[src/rtl/logic_pkg.sv]
// Shared definitions for the pipelined bitwise logic unit: op encoding and
// the popcount width helper.
package logic_pkg;

    localparam int OP_W = 3;

    typedef enum logic [OP_W-1:0] {
        OP_AND  = 3'd0,
        OP_OR   = 3'd1,
        OP_XOR  = 3'd2,
        OP_NAND = 3'd3,
        OP_NOR  = 3'd4,
        OP_XNOR = 3'd5,
        OP_ANDN = 3'd6,
        OP_NOTA = 3'd7
    } op_e;

    // Bits needed to hold a count in 0..width inclusive.
    function automatic int cnt_w(input int width);
        return $clog2(width + 1);
    endfunction

endpackage

[src/rtl/logic_pipe_unit_bitwise_op_core.sv]
// Combinational core: selected bitwise operation on two operands plus
// zero, parity and popcount flags of the result.
module bitwise_op_core
    import logic_pkg::*;
#(
    parameter  int WIDTH = 8,
    localparam int CNT_W = cnt_w(WIDTH)
) (
    input  logic [WIDTH-1:0] a,
    input  logic [WIDTH-1:0] b,
    input  op_e              op,
    output logic [WIDTH-1:0] result,
    output logic             zero,
    output logic             parity,
    output logic [CNT_W-1:0] popcnt
);

    always_comb begin
        // NOTE: default first so every path assigns result and no latch is inferred.
        result = '0;
        case (op)
            OP_AND:  result = a & b;
            OP_OR:   result = a | b;
            OP_XOR:  result = a ^ b;
            OP_NAND: result = ~(a & b);
            OP_NOR:  result = ~(a | b);
            OP_XNOR: result = ~(a ^ b);
            OP_ANDN: result = a & ~b;
            OP_NOTA: result = ~a;
            default: result = '0;
        endcase
    end

    always_comb begin
        popcnt = '0;
        for (int i = 0; i < WIDTH; i++) begin
            popcnt = popcnt + CNT_W'(result[i]);
        end
    end

    assign zero   = (popcnt == '0);
    assign parity = ^result;

endmodule

[src/rtl/logic_pipe_unit.sv]
// Two-stage valid/ready pipeline around bitwise_op_core: S1 holds the
// accepted operands, S2 holds the registered result and flags.
module logic_pipe_unit
    import logic_pkg::*;
#(
    parameter  int WIDTH = 8,
    localparam int CNT_W = cnt_w(WIDTH)
) (
    input  logic             clk,
    input  logic             rst_n,
    input  logic             in_valid,
    output logic             in_ready,
    input  logic [OP_W-1:0]  in_op,
    input  logic [WIDTH-1:0] in_a,
    input  logic [WIDTH-1:0] in_b,
    output logic             out_valid,
    input  logic             out_ready,
    output logic [WIDTH-1:0] out_result,
    output logic             out_zero,
    output logic             out_parity,
    output logic [CNT_W-1:0] out_popcnt
);

    logic             s1_adv, s2_adv;

    logic             s1_valid_d, s1_valid_q;
    logic [WIDTH-1:0] s1_a_d, s1_a_q;
    logic [WIDTH-1:0] s1_b_d, s1_b_q;
    op_e              s1_op_d, s1_op_q;

    logic             s2_valid_d, s2_valid_q;
    logic [WIDTH-1:0] s2_result_d, s2_result_q;
    logic             s2_zero_d, s2_zero_q;
    logic             s2_parity_d, s2_parity_q;
    logic [CNT_W-1:0] s2_popcnt_d, s2_popcnt_q;

    logic [WIDTH-1:0] core_result;
    logic             core_zero, core_parity;
    logic [CNT_W-1:0] core_popcnt;

    bitwise_op_core #(.WIDTH(WIDTH)) u_core (
        .a      (s1_a_q),
        .b      (s1_b_q),
        .op     (s1_op_q),
        .result (core_result),
        .zero   (core_zero),
        .parity (core_parity),
        .popcnt (core_popcnt)
    );

    always_comb begin
        // Ready ripples back from the output so a full pipe still moves every cycle.
        s2_adv = !s2_valid_q || out_ready;
        s1_adv = !s1_valid_q || s2_adv;

        s1_valid_d  = s1_valid_q;
        s1_a_d      = s1_a_q;
        s1_b_d      = s1_b_q;
        s1_op_d     = s1_op_q;
        s2_valid_d  = s2_valid_q;
        s2_result_d = s2_result_q;
        s2_zero_d   = s2_zero_q;
        s2_parity_d = s2_parity_q;
        s2_popcnt_d = s2_popcnt_q;

        if (s1_adv) begin
            s1_valid_d = in_valid;
            if (in_valid) begin
                s1_a_d  = in_a;
                s1_b_d  = in_b;
                s1_op_d = op_e'(in_op);
            end
        end

        if (s2_adv) begin
            s2_valid_d = s1_valid_q;
            if (s1_valid_q) begin
                s2_result_d = core_result;
                s2_zero_d   = core_zero;
                s2_parity_d = core_parity;
                s2_popcnt_d = core_popcnt;
            end
        end
    end

    always_ff @(posedge clk or negedge rst_n) begin
        if (!rst_n) begin
            // NOTE: every pipeline register is reset so outputs read zero during reset.
            s1_valid_q  <= 1'b0;
            s1_a_q      <= '0;
            s1_b_q      <= '0;
            s1_op_q     <= OP_AND;
            s2_valid_q  <= 1'b0;
            s2_result_q <= '0;
            s2_zero_q   <= 1'b0;
            s2_parity_q <= 1'b0;
            s2_popcnt_q <= '0;
        end else begin
            // NOTE: non-blocking so all stages update from the same pre-edge values.
            s1_valid_q  <= s1_valid_d;
            s1_a_q      <= s1_a_d;
            s1_b_q      <= s1_b_d;
            s1_op_q     <= s1_op_d;
            s2_valid_q  <= s2_valid_d;
            s2_result_q <= s2_result_d;
            s2_zero_q   <= s2_zero_d;
            s2_parity_q <= s2_parity_d;
            s2_popcnt_q <= s2_popcnt_d;
        end
    end

    assign in_ready   = s1_adv;
    assign out_valid  = s2_valid_q;
    assign out_result = s2_result_q;
    assign out_zero   = s2_zero_q;
    assign out_parity = s2_parity_q;
    assign out_popcnt = s2_popcnt_q;

endmodule

[config.mk]
export PLATFORM = sky130hd
export DESIGN_NAME = logic_pipe_unit
export DESIGN_NICKNAME = d
export VERILOG_FILES = /design/src/rtl/logic_pkg.sv /design/src/rtl/logic_pipe_unit_bitwise_op_core.sv /design/src/rtl/logic_pipe_unit.sv
export SDC_FILE = /design/constraint.sdc
export NUM_CORES = 1
export LEC_CHECK = 0
export ABC_AREA = 0
export CAP_MARGIN = 20
export CORE_MARGIN = 2
export CORE_UTILIZATION = 49
export CTS_BUF_LIST = sky130_fd_sc_hd__clkbuf_4
export DETAILED_ROUTE_END_ITERATION = 8
export HOLD_SLACK_MARGIN = 0.15
export PLACE_DENSITY = 0.73
export SETUP_SLACK_MARGIN = 0.5
export SKIP_CTS_REPAIR_TIMING = 1
export SYNTH_ARGS = -nofsm -noshare
export SYNTH_HDL_FRONTEND = slang
export SYNTH_SLANG_ARGS = --single-unit
[constraint.sdc]
create_clock -name clk -period 7.35 [get_ports clk]
set_input_delay 0.735 -clock clk [delete_from_list [all_inputs] [get_ports clk]]
set_output_delay 0.735 -clock clk [all_outputs]
set_load 0.02 [all_outputs]
==> impl_metrics.prom <==
# TYPE chip_impl_metric gauge
chip_impl_metric{name="ctsLongestPathBuffers",unit=""} 2
chip_impl_metric{name="avgViaCountPerCell",unit=""} 5.16
chip_impl_metric{name="pre_cts_worst_setup_slack",unit="ns"} 2.61
chip_impl_info{name="worstSetupPathType",value="reg -> reg"} 1
chip_impl_info{name="worst_r2r_endpoint",value="out_zero"} 1
chip_impl_metric{name="wirelength",unit="microns"} 4510
chip_impl_metric{name="synth-warning-count",unit=""} 0
chip_impl_metric{name="drv.max_cap_violation_count",unit=""} 0
chip_impl_info{name="synth_commonest_cells",value="sky130_fd_sc_hd__dfrtp_1 (35), sky130_fd_sc_hd__inv_1 (34), sky130_fd_sc_hd__ha_1 (27)"} 1
chip_impl_metric{name="cp_data_required_time",unit="ns"} 7.60
chip_impl_metric{name="period_needed",unit="ns"} 4.78
chip_impl_metric{name="worst_pin_slew",unit="ns"} 1.04
chip_impl_info{name="hold_end",value="out_popcnt[2]"} 1
chip_impl_metric{name="hpwl",unit="microns"} 3410
chip_impl_metric{name="fp.dieArea",unit="sq um"} 5820
chip_impl_metric{name="power.switching",unit="mW"} 0.389
chip_impl_metric{name="seq_total_area_yosys",unit=""} 0.342
chip_impl_info{name="yosysMostFrequentCell",value="sky130_fd_sc_hd__dfrtp_1"} 1
chip_impl_metric{name="p_int",unit="mW"} 0.563
chip_impl_metric{name="fillers",unit=""} 460
chip_impl_info{name="run_status",value="completed"} 1
chip_impl_metric{name="power.share.sequential",unit=""} 0.303
chip_impl_info{name="min-delay-path-class",value="reg -> reg"} 1
chip_impl_metric{name="synth.avg_cell_area",unit="sq um"} 10.3
chip_impl_metric{name="ys_types",unit=""} 45
chip_impl_metric{name="antennaDiodeCount",unit=""} 0
chip_impl_metric{name="first_global_vias",unit=""} 1826
chip_impl_metric{name="edff_count_synth",unit=""} 0
chip_impl_metric{name="track_usage",unit=""} 0.174
chip_impl_metric{name="grt_overflow_total",unit=""} 0
chip_impl_metric{name="timing.critical_path.fanout_max",unit=""} 26
chip_impl_metric{name="io_buf_count",unit=""} 38
chip_impl_metric{name="grt_max_degree",unit=""} 36
chip_impl_metric{name="fp.dieH",unit="microns"} 76.3
chip_impl_metric{name="cts.reportedPaths.clkPinSlew",unit="ns"} 0.10
chip_impl_metric{name="fin_tns_setup",unit="ns"} 0
chip_impl_info{name="hold_path_startpoint",value="out_popcnt[2]"} 1
chip_impl_metric{name="async_reset_ff_frac",unit=""} 1.00
chip_impl_metric{name="fin_nets",unit=""} 337
chip_impl_metric{name="post_synth_inst_count",unit=""} 248
chip_impl_metric{name="total_number_of_clock_tree_sinks",unit=""} 35
chip_impl_info{name="cts_root_buffer",value="sky130_fd_sc_hd__clkbuf_4"} 1
chip_impl_metric{name="layout-area-overhead-vs-synth",unit="%"} 18.4
chip_impl_metric{name="layout_setup_ws",unit="ns"} 2.57
chip_impl_metric{name="core.rowCount",unit=""} 26
chip_impl_metric{name="maxSlewHeadroom",unit=""} 0.308
chip_impl_metric{name="drt_drc_violations_left",unit=""} 0
chip_impl_metric{name="postLayoutCoreUtil",unit=""} 0.598
chip_impl_metric{name="slew_violations",unit=""} 0
chip_impl_info{name="synth_top_cell_by_area",value="sky130_fd_sc_hd__dfrtp_1"} 1
chip_impl_metric{name="first_pass_grt_wire_length",unit="microns"} 8160
chip_impl_metric{name="clock_skew",unit="ns"} 0.00392
chip_impl_metric{name="i_o_pins",unit=""} 39
chip_impl_metric{name="min_path_cells",unit=""} 2
chip_impl_info{name="rsz0062_at_grt",value="no"} 1
chip_impl_metric{name="wl_per_cell",unit="microns"} 12.7
chip_impl_info{name="sort_of_element_at_the_end_of_the_critical_path",value="register"} 1
chip_impl_metric{name="power_frac_comb",unit=""} 0.585
chip_impl_metric{name="drt_pass1_iterations",unit=""} 4
chip_impl_metric{name="postSynthNetCount",unit=""} 302
chip_impl_metric{name="post-route-period-util",unit=""} 0.651
chip_impl_metric{name="drtAntennaViolNets",unit=""} 0
chip_impl_metric{name="floorplan.core_area",unit="sq um"} 5070
chip_impl_metric{name="drive_above_1_share",unit=""} 0.162
chip_impl_metric{name="hold_viol",unit=""} 0
chip_impl_metric{name="ff2ff_setup_slack",unit="ns"} 2.57
chip_impl_metric{name="arrival_time_of_data_at_the_critical_path_endpoint",unit="ns"} 5.03
chip_impl_info{name="setup.worst_path.start_class",value="register"} 1
chip_impl_metric{name="yosys.area.top_type_share",unit=""} 0.342
chip_impl_metric{name="powerDensity",unit="nW/um^2"} 314
chip_impl_metric{name="p_leak",unit="nW"} 1.40
chip_impl_metric{name="synth.cell_area",unit="sq um"} 2560
chip_impl_info{name="rr_startpoint",value="s1_op_q[1]"} 1
chip_impl_metric{name="yosys_register_bits",unit=""} 35
chip_impl_metric{name="worst_r2r_path_depth",unit=""} 18
chip_impl_metric{name="antenna_found_initial",unit=""} 0
chip_impl_metric{name="drt_iter0_markers",unit=""} 49
chip_impl_metric{name="numCtsBuffers",unit=""} 5
chip_impl_metric{name="finalSetupViolCount",unit=""} 0
chip_impl_info{name="yosys-top-cells-area",value="sky130_fd_sc_hd__dfrtp_1 (34%), sky130_fd_sc_hd__ha_1 (13%), sky130_fd_sc_hd__mux2_2 (11%), sky130_fd_sc_hd__inv_1 (5.0%), sky130_fd_sc_hd__mux4_2 (4.4%)"} 1
chip_impl_metric{name="clk_latency",unit="ns"} 0.34
chip_impl_metric{name="ir_drop",unit="mV"} 0.161
chip_impl_metric{name="cts.htree.levels",unit=""} 2
chip_impl_metric{name="power_frac_clock",unit=""} 0.112
chip_impl_metric{name="via_count",unit=""} 1826
chip_impl_metric{name="switching_share",unit=""} 0.409
chip_impl_info{name="tritoncts",value="built"} 1
chip_impl_metric{name="place.gp.congestion",unit=""} 0.743
chip_impl_metric{name="start_util",unit=""} 0.505
chip_impl_metric{name="max_freq",unit="GHz"} 0.209
chip_impl_metric{name="die_x",unit="microns"} 76.3
chip_impl_info{name="synth-main-ff-cell",value="sky130_fd_sc_hd__dfrtp_1"} 1
==> registers in the layout, indices dropped and copies added (netlist names) <==
register and flops:
out_popcnt 4, out_valid 1, s1_valid_q 1, out_result 8, s1_op_q 3, out_parity 1, s1_b_q 8, out_zero 1
s1_a_q 8
==> per-stage QoR <==
| step | cells | power [mW] | hold slack (ns) | instance area [sq um] |
|---|---|---|---|---|
| after floorplan | 248 | 0.701 | 0.439 | 2560 |
| after global placement | 346 | 0.835 | 0.462 | 2980 |
| after detailed placement | 346 | 0.855 | 0.470 | 2980 |
| after CTS | 354 | 0.965 | 0.493 | 3030 |
| after global routing | 354 | 1.05 | 0.535 | 3030 |
| final | 354 | 0.952 | 0.487 | 3030 |
==> layout make-up <==
| cell class | count | area (sq um) | share of cell area |
|---|---|---|---|
| Multi-Input combinational cell | 166 | 1490 | 0.489 |
| Sequential cell | 35 | 876 | 0.289 |
| Timing Repair Buffer | 39 | 388 | 0.128 |
| Inverter | 36 | 140 | 0.0462 |
| Tap cell | 70 | 87.6 | 0.0289 |
| Clock buffer | 7 | 52.6 | 0.0173 |
| Clock inverter | 1 | 5.00 | 0.00165 |
==> cell usage in the layout, fill, tap and decap left out, drive strengths merged, types with 2 or more instances in the layout <==
cell,Yosys,layout
clkdlybuf4s50,0,38
inv,36,36
dfrtp,35,35
ha,27,27
mux2,26,26
o21ai,18,18
nand2,16,16
mux2i,10,10
nor2,8,8
a21oi,7,7
clkbuf,5,7
nand3,6,6
mux4,5,5
xnor2,5,5
fa,4,4
nand2b,3,3
a211oi,3,3
o211ai,2,2
o21a,2,2
nor2b,2,2
a22o,2,2
and2,2,2
xor2,2,2
a31oi,2,2
o31ai,2,2
==> power groups by stage <==
stage          sequential [mW]  clock, mW  combinational [mW]
6_report                 0.288      0.107               0.557
4_1_cts                  0.289      0.113               0.563
3_3_place_gp             0.291          0               0.544
2_1_floorplan            0.312          0               0.389
5_1_grt                  0.299      0.121               0.630
3_5_place_dp             0.293          0               0.562
==> critical path: stages (launching register included) <==
cell                       delay (ns)
sky130_fd_sc_hd__dfrtp_1         1.04
sky130_fd_sc_hd__inv_4           0.17
sky130_fd_sc_hd__a22oi_1         0.22
sky130_fd_sc_hd__o22ai_1         0.13
sky130_fd_sc_hd__a221oi_1        0.33
sky130_fd_sc_hd__nor2_1          0.10
sky130_fd_sc_hd__ha_1            0.28
sky130_fd_sc_hd__inv_1           0.08
sky130_fd_sc_hd__fa_1            0.50
sky130_fd_sc_hd__inv_1           0.05
sky130_fd_sc_hd__fa_1            0.47
sky130_fd_sc_hd__inv_1           0.05
sky130_fd_sc_hd__fa_1            0.43
sky130_fd_sc_hd__fa_1            0.41
sky130_fd_sc_hd__inv_1           0.08
sky130_fd_sc_hd__nand3_1         0.06
sky130_fd_sc_hd__o21ai_0         0.07
sky130_fd_sc_hd__nand3_1         0.08
sky130_fd_sc_hd__o21ai_0         0.14
==> routing by layer <==
| metal | global-route usage | wire [microns] | vias up |
|---|---|---|---|
| met1 | 0.215 | 2070 | 873 |
| met3 | 0.0462 | 168 | 7 |
| met2 | 0.294 | 2200 | 31 |
| li1 | - | - | 915 |
| met4 | 0.0600 | 74 | 0 |
| met5 | 0 | 0 | - |
==> worst max path at each step <==
stage	end	cells past startpoint	startpoint	slack (ns)
after global placement	out_zero	18	s1_op_q[1]	2.75
final	out_zero	18	s1_op_q[1]	2.57
after detailed placement	out_zero	18	s1_op_q[1]	2.61
after floorplan	out_zero	20	s1_op_q[1]	3.21
after global routing	out_zero	18	s1_op_q[1]	2.13
after CTS	out_zero	18	s1_op_q[1]	2.58
==> cell families (layout without fill, tap and decap cells) <==
group | Yosys count | in the layout | share of synthesized area
buffers and inverters | 47 | 83 | 0.0786
AO/OA/AOI/OAI | 44 | 44 | 0.112
AND/OR/NAND/NOR | 43 | 43 | 0.0791
XOR/XNOR | 7 | 7 | 0.0269
multiplexers | 41 | 41 | 0.199
flip-flops | 35 | 35 | 0.342
adder cells (fa/ha/maj) | 31 | 31 | 0.163
No activity file was read; power rests on OpenSTA's default activity.
